$ cat src/rtl/mul_seq_ctrl.sv
// mul_seq_ctrl: round-robin arbiter and load/step/last sequencer for a shared
// K-step right-shift signed multiplier datapath.
//
// state | meaning
// ------+--------------------------------------------------------------
// IDLE  | no operation; arbitrate among pending requests
// LOAD  | one cycle: datapath loads operands, clears accumulator
// RUN   | K iteration cycles; final one (cnt == K-1) is the sign step
// DONE  | one-cycle completion pulse to the granted requester
module mul_seq_ctrl #(
  parameter int K = 8
) (
  input  logic       clk,
  input  logic       rst_n,
  input  logic [1:0] req,
  output logic [1:0] gnt,
  output logic       busy,
  output logic       dp_sel,
  output logic       dp_load,
  output logic       dp_step,
  output logic       dp_last,
  output logic [1:0] done
);

  localparam int CW = $clog2(K);
  localparam logic [CW-1:0] CNT_LAST = CW'(K - 1);

  typedef enum logic [1:0] {
    S_IDLE = 2'd0,
    S_LOAD = 2'd1,
    S_RUN  = 2'd2,
    S_DONE = 2'd3
  } state_t;

  state_t        state, state_nxt;
  logic [CW-1:0] cnt, cnt_nxt;
  logic [1:0]    gnt_q, gnt_nxt;
  logic          sel_q, sel_nxt;
  logic          last_gnt, last_gnt_nxt;
  logic          win;

  // Winner index: a lone requester wins; on contention the one not served last.
  assign win = (req == 2'b10) || ((req == 2'b11) && !last_gnt);

  // State, step counter, grant and round-robin pointer registers.
  always_ff @(posedge clk) begin
    if (!rst_n) begin
      state    <= S_IDLE;
      cnt      <= '0;
      gnt_q    <= 2'b00;
      sel_q    <= 1'b0;
      last_gnt <= 1'b1;
    end else begin
      state    <= state_nxt;
      cnt      <= cnt_nxt;
      gnt_q    <= gnt_nxt;
      sel_q    <= sel_nxt;
      last_gnt <= last_gnt_nxt;
    end
  end

  // Next-state logic; req is only looked at in IDLE, so a grant runs to completion.
  always_comb begin
    state_nxt    = state;
    cnt_nxt      = cnt;
    gnt_nxt      = gnt_q;
    sel_nxt      = sel_q;
    last_gnt_nxt = last_gnt;
    case (state)
      S_IDLE: begin
        if (|req) begin
          state_nxt    = S_LOAD;
          sel_nxt      = win;
          gnt_nxt      = win ? 2'b10 : 2'b01;
          last_gnt_nxt = win;
        end
      end
      S_LOAD: begin
        cnt_nxt   = '0;
        state_nxt = S_RUN;
      end
      S_RUN: begin
        if (cnt == CNT_LAST) begin
          cnt_nxt   = '0;
          state_nxt = S_DONE;
        end else begin
          cnt_nxt = cnt + CW'(1);
        end
      end
      S_DONE: begin
        state_nxt = S_IDLE;
        gnt_nxt   = 2'b00;
      end
      default: begin
        state_nxt = S_IDLE;
        cnt_nxt   = '0;
        gnt_nxt   = 2'b00;
      end
    endcase
  end

  // Moore output decode from registered state only.
  assign gnt     = gnt_q;
  assign busy    = (state != S_IDLE);
  assign dp_sel  = sel_q;
  assign dp_load = (state == S_LOAD);
  assign dp_step = (state == S_RUN);
  assign dp_last = dp_step && (cnt == CNT_LAST);
  assign done    = (state == S_DONE) ? gnt_q : 2'b00;

endmodule
$ cat config.mk
export PLATFORM = sky130hd
export DESIGN_NAME = mul_seq_ctrl
export DESIGN_NICKNAME = d
export VERILOG_FILES = /design/src/rtl/mul_seq_ctrl.sv
export SDC_FILE = /design/constraint.sdc
export NUM_CORES = 1
export LEC_CHECK = 0
export ABC_AREA = 1
export CORE_AREA = 2 2 39 41
export CTS_CLUSTER_SIZE = 12
export DETAILED_ROUTE_END_ITERATION = 8
export DIE_AREA = 0 0 41 43
export GPL_ROUTABILITY_DRIVEN = 0
export PLACE_DENSITY_LB_ADDON = 0.12
export SLEW_MARGIN = 25
export SYNTH_ARGS = -nofsm -noshare
export SYNTH_HDL_FRONTEND = slang
export SYNTH_SLANG_ARGS = --single-unit
$ cat constraint.sdc
create_clock -name clk -period 1.6 [get_ports clk]
set_input_delay 0.16 -clock clk [delete_from_list [all_inputs] [get_ports clk]]
set_output_delay 0.16 -clock clk [all_outputs]
set_load 0.005 [all_outputs]
== After elaboration in Yosys (flattened, before gate mapping) ==
Cells that the tools add are included.
Operators by class
  add/subtract/negate cells: 1
  equality and inequality tests: 8
  muxes and demuxes: 9
  reduce and logical (&&, ||, !) cells: 12
Operators with widths (number)
  2-bit two-way mux: 5
  2-bit == test (second input constant): 4
  2-bit case mux with 4 select lines: 1
  3-bit case mux with 2 select lines: 1
  2-bit AND reduction: 3
  2-bit nonzero test: 3
  2-bit case mux with 2 select lines: 1
  3-bit by 1-bit adder with 3-bit output (second input constant): 1
  3-bit == test (second input constant): 1
  3-bit two-way mux: 1
  2-bit by 1-bit == test with 1-bit output (second input constant): 1
  1-bit logical AND: 2
  2-bit zero test: 1
  2-bit by 1-bit inequality test with 1-bit output (second input constant): 1
  2-bit inequality test (second input constant): 1
  2-bit OR reduction: 1
  1-bit zero test: 1
  1-bit logical OR: 1
Word-level totals
  flip-flop bits (word level): 9
  bits of input ports: 4
  output and inout bits: 9
  word-level logic and storage cells: 35

== Longest topological paths before layout ==
  depth in word-level cells: 6
  mapped depth: 7
  gate-level depth less buffers: 7

== Least setup slack after synthesis ==
OpenSTA, ideal clock, no wires.
  path type: register -> register
  from: register state[0]
  to: register cnt[0]
  setup time: 0.115 ns
  arrival: 1.049 ns
  data required time: 1.485 ns
  setup slack: 0.437 ns
  cell stages (with the launch flop): 6
  buffers on the path: 0
  clock period less this slack: 1.163 ns
  path through: dfxtp_1 inv_1 ha_1 inv_1 nor2_1 o21a_1
Between the ends
  cells in the longest elaborated chain, start to end: 2
  elaborated cells on any way between the ends: 4
  those cells by class: eq/ne: 2; mux: 1; reduce/logical: 1
RTL lines
  start, declared: RTL line 35  | state_t state, state_nxt;
  start signal, assigned: RTL line 54  | state <= state_nxt;
  2-bit == test or 2-bit by 1-bit == test with 1-bit output (tied branches): RTL line 69  | case (state)
  3-bit case mux with 2 select lines or 2-bit nonzero test (tied branches)
  end signal, assigned: RTL line 55  | cnt <= cnt_nxt;
  end, declared: RTL line 36  | logic [CW-1:0] cnt, cnt_nxt;
Several ways; a longest one is shown, not always the timed one.
A chain may end at the register's enable or synchronous reset.

== Worst setup path after layout ==
  from: register state[0]
  to: output done[1]
Between the ends
  cells in the longest elaborated chain, start to end: 2
RTL lines
  2-bit == test: RTL line 109  | assign done = (state == S_DONE) ? gnt_q : 2'b00;
  2-bit two-way mux: RTL line 109
  end, declared: RTL line 22  | output logic [1:0] done
No other way between the ends.

==> metrics <==
status=completed; Rows=14; met2 WL=526 microns; Critical Path RT=1.44 ns; WHS Endpoint=last_gnt; full die area=roughly 1800 sq um; Starting Density=0.354; WS Path Type=reg2out; Slew @ Worst Pin=roughly 0.21 ns; CP max FO=4; Hold Path Stages=2; Startpoint Class=flop; reg-to-reg slack, setup=~0.37 ns; Mapped Cells=66; CTS HTree Levels=1; ANT nets after route=0; worst-case clock buffer depth=2; core area=approximately 1400 sq um; synth unique cells=13; Post-Route Setup TNS=0 ns; sequential share of power=0.338; wl on met1=roughly 440 microns; drc violations=0; Top Metal Used=met3; DR iter-0 viols=8; power share of the combinational group=0.498; number of global-route vias before repair=between 400 and 500; reg2reg end=cnt[0]; clk_skew=0.00920 ns; PD cells=1510 nW/um^2; hold_buf cts=0; internal power=0.000672 W; CTS tree=built; syn_area_per_cell=around 7.4 sq um; Area growth syn-to-layout=46.7%; layout cells sized above 1=0.202; largest net degree at the start of global routing=7; final period utilization=0.959; clock slew at reported path FFs=0.07 ns; R2R depth=5; fmax=651 MHz; first-pass GRT wire length=1690 microns; Routed Wire Length=1050 microns; sequential area share after synthesis=0.367; die span in y=about 43 microns; DR vias/cell=4.72; switching share of power=0.381; Die X=41 microns; met3 routed WL=82 microns; HP Class=reg2reg; drt first pass iters=4; nets=96; Setup crit end kind=output pin; Vias=472; Post-Syn Area=490 sq um; Final Max Tran Viols=0; Tmin final=1.54 ns; Synth Warn #=0; relative slew slack=0.860; Setup violations, final=0; power share of the clock group=0.164; hold wc startpoint=last_gnt; final hold violation count=0; number of CTS-inserted buffers=3; Clock Sinks=9; # IOs=13; Avg WL per Cell=10.5 microns; Power, Total=0.00109 W; worst r2r src=state[0]; global route total overflow=0; n_diodes=0; initial antenna violation count=0; Buffers on Ports=12; HPWL after DPL=roughly 750 microns; P_sw=around 0.00041 W; WP data arrival=1.38 ns; worst-skew pair later-pin latency=around 0.27 ns; syn_nets=77; Root Buffer=clkbuf_4; Leakage=0.364 nW; synthesized flop and latch total=9; all-layer global routing usage=0.144; RSZ-0062 raised after global routing=false; Max Cap Viol=0; peak supply drop=0.000633 V
## worst max-delay path, stage by stage (launching register included)
cell and delay, ns:
dfxtp_4 0.38, ha_4 0.15, nand2_1 0.05, inv_1 0.04, clkdlybuf4s50_1 0.48
## per-stage QoR
stage                     utilization  area (sq um)  hold slack [ns]  cells  worst slack, ns
final                           0.520           719            0.461    100           0.0650
after detailed placement        0.461           638            0.446     95            0.148
after floorplan                     -           490            0.245     66            0.437
after CTS                       0.500           692            0.461     99          -0.0244
after global placement          0.461           638            0.442     95            0.173
after global routing            0.520           719            0.497    100          0.00227
## layout make-up
class	count	area [sq um]
clock buffers	4	26.3
fillers	145	664
repair buffers	14	141
well taps	16	20.0
inverters	10	37.5
flip-flops and latches	9	189
multi-input cells	47	305
## repair_timing
action / 4_1_cts / 5_1_grt
resized for setup: 12 / 5
setup endpoints to repair: 5 / 4
endpoints found under the hold margin: 0 / 0
buffers inserted: 0 / 1
## kinds of logic after synthesis
family / synth area share
AND/OR/NAND/NOR: 0.253
adder cells (fa/ha/maj): 0.179
flip-flops: 0.367
AO/OA/AOI/OAI: 0.125
buffers and inverters: 0.0765
## sequential cells by signal (all words and copies together) (netlist names)
name / cells
cnt: 3
gnt: 2
dp_sel: 1
last_gnt: 1
state: 2
## power by group through the flow
stage | clock network (W) | logic (W) | registers, W
floorplan | 0 | 0.000301 | 0.000338
global placement | 0 | 0.000506 | 0.000344
detailed placement | 0 | 0.000501 | 0.000346
CTS | 0.000187 | 0.000531 | 0.000357
global route | 0.000196 | 0.000618 | 0.000377
finish | 0.000178 | 0.000541 | 0.000367
## synth_stat cells
cell type  instances  area share
a21oi_1            8       0.082
dfxtp_1            9        0.37
ha_1               7        0.18
inv_1              9       0.069
inv_2              1      0.0076
nand2_1           14        0.11
nand3_1            6       0.061
nand4_1            2       0.026
nor2_1             6       0.046
nor2_2             1       0.013
o21a_1             1       0.015
o21ai_0            1       0.010
o21ai_2            1       0.018
## per-layer routing
layer	vias to the layer above	track usage
li1	249	-
met4	0	0.0400
met5	-	0
met1	209	0.176
met3	0	0.0785
met2	14	0.213
## cells in the final DEF, fill, tap and decap left out, types with 2 or more instances in the layout
cell type and n:
dlymetal6s2s_1 3, ha_4 2, clkdlybuf4s50_1 8, clkbuf_4 3, dfxtp_1 6, nand2_1 14, ha_1 2, inv_2 2
buf_4 2, inv_1 8, a21oi_1 8, ha_2 3, nor2_1 6, dfxtp_4 2, nand3_1 6, nand4_1 2
## worst max-delay path by stage
stage              from      end  cells past startpoint
2_1_floorplan  state[0]   cnt[0]                      5
5_1_grt        state[0]  done[1]                      4
4_1_cts        state[1]     busy                      4
3_3_place_gp   state[0]  dp_last                      5
6_report       state[0]  done[1]                      4
3_5_place_dp   state[0]  dp_last                      5
No activity file was read; power rests on OpenSTA's default activity.
